**src/rtl/seven_segment_scan_controller.sv**
```systemverilog
// Scan controller for an N-digit common-anode 7-segment display.
// Holds a double-buffered {hex value, dot mask, enable mask}. Each digit gets
// a fixed slot that opens with a short all-dark gap to suppress ghosting.
// Every pin is registered from the current scan state, so the pins trail the
// state by one clock.
module seven_segment_scan_controller #(
  parameter int DIGITS           = 8,
  parameter int CYCLES_PER_DIGIT = 100000,
  parameter int BLANK_CYCLES     = 1000
) (
  input  logic                  clk100mhz,
  input  logic                  cpu_resetn,
  input  logic                  load,
  input  logic [4*DIGITS-1:0]   number,
  input  logic [DIGITS-1:0]     dots,
  input  logic [DIGITS-1:0]     enable,
  output logic                  ca,
  output logic                  cb,
  output logic                  cc,
  output logic                  cd,
  output logic                  ce,
  output logic                  cf,
  output logic                  cg,
  output logic                  dp,
  output logic [DIGITS-1:0]     an,
  output logic                  frame_start
);

  localparam int CW = $clog2(CYCLES_PER_DIGIT);
  localparam int IW = (DIGITS > 1) ? $clog2(DIGITS) : 1;

  typedef struct packed {
    logic [DIGITS-1:0][3:0] num;
    logic [DIGITS-1:0]      dots;
    logic [DIGITS-1:0]      en;
  } disp_buf_t;

  // Lit-segment pattern {g,f,e,d,c,b,a} for a hex nibble
  function automatic logic [6:0] seg_pattern(input logic [3:0] n);
    logic [6:0] p;
    case (n)
      4'h0: p = 7'h3F;  4'h1: p = 7'h06;  4'h2: p = 7'h5B;  4'h3: p = 7'h4F;
      4'h4: p = 7'h66;  4'h5: p = 7'h6D;  4'h6: p = 7'h7D;  4'h7: p = 7'h07;
      4'h8: p = 7'h7F;  4'h9: p = 7'h6F;  4'hA: p = 7'h77;  4'hB: p = 7'h7C;
      4'hC: p = 7'h39;  4'hD: p = 7'h5E;  4'hE: p = 7'h79;  default: p = 7'h71;
    endcase
    return p;
  endfunction

  logic [CW-1:0] cnt_q, cnt_d;
  logic [IW-1:0] idx_q, idx_d;
  disp_buf_t     pend_q, pend_d;
  disp_buf_t     act_q, act_d;

  logic [6:0]        seg_q, seg_d;
  logic              dp_q, dp_d;
  logic [DIGITS-1:0] an_q, an_d;
  logic              fs_q;

  logic slot_end, wrap, in_blank, drive;
  logic [3:0] cur_nib;

  // Slot/digit sequencing and buffer handoff; the frame wrap copies the
  // pending buffer as it stood before this edge, so a coincident load waits
  // one more frame.
  always_comb begin
    slot_end = (cnt_q == CW'(CYCLES_PER_DIGIT - 1));
    wrap     = slot_end && (idx_q == IW'(DIGITS - 1));
    cnt_d    = slot_end ? '0 : cnt_q + 1'b1;
    idx_d    = idx_q;
    if (slot_end) idx_d = wrap ? '0 : idx_q + 1'b1;
    pend_d = pend_q;
    if (load) begin
      pend_d.num  = number;
      pend_d.dots = dots;
      pend_d.en   = enable;
    end
    act_d = wrap ? pend_q : act_q;
  end

  // Pin values for the current state: dark during the blank gap or for a
  // disabled digit, otherwise one anode low with its decoded cathodes.
  always_comb begin
    in_blank = (32'(cnt_q) < BLANK_CYCLES);
    cur_nib  = act_q.num[idx_q];
    drive    = !in_blank && act_q.en[idx_q];
    an_d     = '1;
    seg_d    = '1;
    dp_d     = 1'b1;
    if (drive) begin
      an_d  = ~(DIGITS'(1) << idx_q);
      seg_d = ~seg_pattern(cur_nib);
      dp_d  = ~act_q.dots[idx_q];
    end
  end

  // Scan state and buffers; reset clears everything and restarts at digit 0
  always_ff @(posedge clk100mhz or negedge cpu_resetn) begin
    if (!cpu_resetn) begin
      cnt_q  <= '0;
      idx_q  <= '0;
      pend_q <= '0;
      act_q  <= '0;
    end else begin
      cnt_q  <= cnt_d;
      idx_q  <= idx_d;
      pend_q <= pend_d;
      act_q  <= act_d;
    end
  end

  // Registered pins; reset forces them dark immediately
  always_ff @(posedge clk100mhz or negedge cpu_resetn) begin
    if (!cpu_resetn) begin
      seg_q <= '1;
      dp_q  <= 1'b1;
      an_q  <= '1;
      fs_q  <= 1'b0;
    end else begin
      seg_q <= seg_d;
      dp_q  <= dp_d;
      an_q  <= an_d;
      fs_q  <= wrap;
    end
  end

  assign {cg, cf, ce, cd, cc, cb, ca} = seg_q;
  assign dp          = dp_q;
  assign an          = an_q;
  assign frame_start = fs_q;

endmodule

```
**config.mk**
```make
export PLATFORM = sky130hd
export DESIGN_NAME = seven_segment_scan_controller
export DESIGN_NICKNAME = d
export VERILOG_FILES = /design/src/rtl/seven_segment_scan_controller.sv
export SDC_FILE = /design/constraint.sdc
export NUM_CORES = 1
export LEC_CHECK = 0
export BUFFER_PORTS_ARGS = -buffer_cell sky130_fd_sc_hd__buf_4
export CAP_MARGIN = 10
export CORE_AREA = 2 2 110 112
export DETAILED_ROUTE_END_ITERATION = 8
export DIE_AREA = 0 0 112 114
export PLACE_DENSITY_LB_ADDON = 0.2
export SLEW_MARGIN = 25
export SYNTH_ARGS = -nofsm -noshare
export SYNTH_HDL_FRONTEND = slang
export SYNTH_SLANG_ARGS = --single-unit
```
**constraint.sdc**
```tcl
create_clock -name clk100mhz -period 3.4 [get_ports clk100mhz]
set_clock_uncertainty 0.15 [all_clocks]
set_input_delay 0.68 -clock clk100mhz [delete_from_list [all_inputs] [get_ports clk100mhz]]
set_output_delay 0.68 -clock clk100mhz [all_outputs]
set_load 0.02 [all_outputs]
```
==> out/metrics.yaml <==
outcome:
  outcome: "completed"
floorplan:
  die_height_um: 114
  fp.dieW_um: 112
  rows: 40
  initial_utilization_pct: 48.7
  ios: 68
  die_area_mm2: 0.0128
  placeableCoreArea_mm2: 0.0117
critical_path:
  crit_chain: "buf_4 -> mux4_2 -> nand2_1 -> nand2_1 -> inv_1 -> ha_1 -> inv_1 -> mux2_2 -> mux2i_1 -> nand2_1"
  cp.arrival_ns: 2.83
  crit_family: "multiplexers"
  cp_common_cell: "nand2_1"
  worst-setup-path-type: "reg -> reg"
  worstSetupEndpointType: "flop"
  critPathMaxFanout: 10
  worstPathRequired_ns: 3.58
  crit_buf_inv: 3
  slowest_stage: "dfrtp_1"
  max_stage_delay_ns: 0.56
  cp-start-kind: "flop"
power:
  p_per_area_mw_per_mm2: 542
  vdd_ir_drop_max_v: 0.000347
  p_leak_nw: 3.36
routing:
  drt_iter0_drc: 117
  routed-via-count: 3696
  drt-vias-per-instance: 5.15
  ant_nets: 0
  remaining_drc_errors: 0
  wire_per_inst_um: 15.2
  drtPass1Iterations: 4
  wirelength_um: 10900
logic_synthesis:
  yosys_warnings: 0
  synth_area_mm2: 0.00571
  synthFlopType: "dfrtp_1"
  async_reset_ff_share_pct: 100
  ys_types: 40
  ys_ff_latch: 133
  seq_area_frac_synth_pct: 58.7
  synth_area_per_cell_um2: 11.7
  synth_cells: 487
  syn_nets: 551
  synth_edf_count: 0
clock_tree:
  clock-root-buffer: "clkbuf_16"
  clk_latency_ns: 0.42
  clock_sinks: 133
  numCtsBuffers: 17
  clk_pin_slew_ns: 0.05
  postCtsSetupBuffers: 0
  cts_tree: "built"
  cts_max_path_buffers: 2
  post_cts_resized: 0
  cts_hold_buf: 0
  htreeDepth: 4
place:
  dp_hpwl_um: 7160
  routabilityCongestion: 0.874
  io_buffers: 67
global_route:
  grt_max_degree: 68
  antenna_found_initial: 0
  track_usage_pct: 19.0
  grt_pass1_vias: 3855
  grt_pass1_wl_um: 18900
  overflow: 0
timing:
  fmax_mhz: 379
  finalSetupViolCount: 0
  hold_violations: 0
  slew-limit-headroom_pct: 42.0
  rsz0062_at_grt: "no"
  finalCriticalPeriod_ns: 2.64
  fin_crit_sh_pct: 77.7
  worstMarginPinSlew_ns: 0.867
  report.final.slew_viol_count: 0
  tns_ns: 0
  whs_ns: 0.0815
finish:
  syn2layout_area_growth_pct: 22.0
  layout-drive-gt1-share_pct: 33.3
  nets: 621
  antenna_cells: 0
run:
  maxCapViolations: 0
worst_hold_path:
  hold_path_class: "in -> async"
==> per-layer routing <==
metal | vias to the layer above | global-route usage, % | wire, um
met2 | 71 | 28.9 | 5130
met1 | 1850 | 26.0 | 5190
li1 | 1761 | - | -
met3 | 14 | 5.63 | 426
met5 | - | 0 | 0
met4 | 0 | 7.56 | 155
==> power by group <==
part | internal [mW] | switching, mW
combinational | 0.0899 | 0.0619
sequential | 1.64 | 0.0305
clock | 1.30 | 0.649
==> cell families (layout without fill, tap and decap cells) <==
group / count (synthesis) / count (layout) / share of synthesized area, %
simple gates: 213 / 213 / 15.6
flops: 133 / 133 / 58.7
mux: 69 / 69 / 16.1
buf+inv: 29 / 112 / 2.70
compound gates: 16 / 16 / 1.95
xor+xnor: 14 / 14 / 2.15
fa+ha+maj: 13 / 13 / 2.85
==> sequential cells by signal, indices dropped and copies added (netlist names) <==
signal / cells
act_q: 48
an: 8
cnt_q: 17
dp: 1
frame_start: 1
idx_q: 3
pend_q: 48
seg_q: 7
==> worst paths after layout <==
| path | from | end | slack, ns | cells past startpoint |
|---|---|---|---|---|
| max in group asynchronous | cpu_resetn | pend_q[47] | 2.25 | 2 |
| hold / removal | cpu_resetn | pend_q[26] | 0.08 | 1 |
| min in group clk100mhz | act_q[9] | act_q[9] | 0.31 | 2 |
| setup / recovery | idx_q[0] | seg_q[3] | 0.76 | 10 |
| setup reg to reg | idx_q[0] | seg_q[3] | 0.76 | 10 |
| hold reg to reg | act_q[9] | act_q[9] | 0.31 | 2 |
==> final cells by class <==
class	instances	area [um2]
flip-flops and latches	133	3350
fillers	990	4750
clock inverters	9	148
inverters	7	26.3
well taps	147	184
clock buffers	23	488
repair buffers	73	561
multi-input cells	325	2210
==> placed cells by master, fill, tap and decap left out, types with 4 or more instances in the layout <==
master / Yosys / layout
nand2_1: 168 / 168
dfrtp_1: 117 / 117
buf_4: 3 / 72
mux2_2: 51 / 51
clkbuf_16: 0 / 17
dfstp_2: 16 / 16
ha_1: 13 / 13
mux4_2: 12 / 12
nor2_1: 12 / 12
nand3_1: 9 / 9
xnor2_1: 8 / 8
inv_1: 6 / 6
xor2_1: 6 / 6
mux2i_1: 5 / 5
and3_1: 4 / 4
o21ai_0: 4 / 4
clkinv_2: 0 / 4
bufinv_16: 0 / 4
clkbuf_8: 0 / 4
==> metrics by stage <==
stage,util [%],area [um2],setup slack [ns],cells,total power [mW]
floorplan,-,5710,0.824,487,1.76
CTS,59.4,6960,0.751,717,3.81
detailed placement,54.0,6330,0.804,685,1.86
finish,59.4,6960,0.758,717,3.77
global route,59.4,6960,0.544,717,3.90
global placement,54.0,6330,0.862,685,1.85
==> cell usage after synthesis (2+ instances only) <==
master    instances  area share, %
nand2_1         168             11
nand3_1           9           0.79
o211ai_1          2           0.26
ha_1             13            2.8
o221ai_1          3           0.46
mux4_2           12            4.7
dfrtp_1         117             51
nand2b_1          3           0.33
xor2_1            6           0.92
nor4_1            2           0.22
clkbuf_1          7           0.46
and2_1            2           0.22
mux2i_1           5           0.88
a21oi_1           3           0.26
buf_4             3           0.39
nand4_1           2           0.22
inv_1             6           0.39
buf_2             9           0.79
o21ai_0           4           0.35
nor2_1           12           0.79
nor3_1            3           0.26
and3_1            4           0.44
xnor2_1           8            1.2
mux2_2           51             10
buf_6             3           0.59
dfstp_2          16            7.4
==> worst reg2reg max path, stage by stage, from the launching register on <==
cell     delay [ns]
dfrtp_1        0.56
buf_4          0.29
mux4_2         0.51
nand2_1        0.07
nand2_1        0.14
inv_1          0.14
ha_1           0.13
inv_1          0.05
mux2_2         0.26
mux2i_1        0.17
nand2_1        0.08
Note: power is estimated with default switching activity, not from simulation.
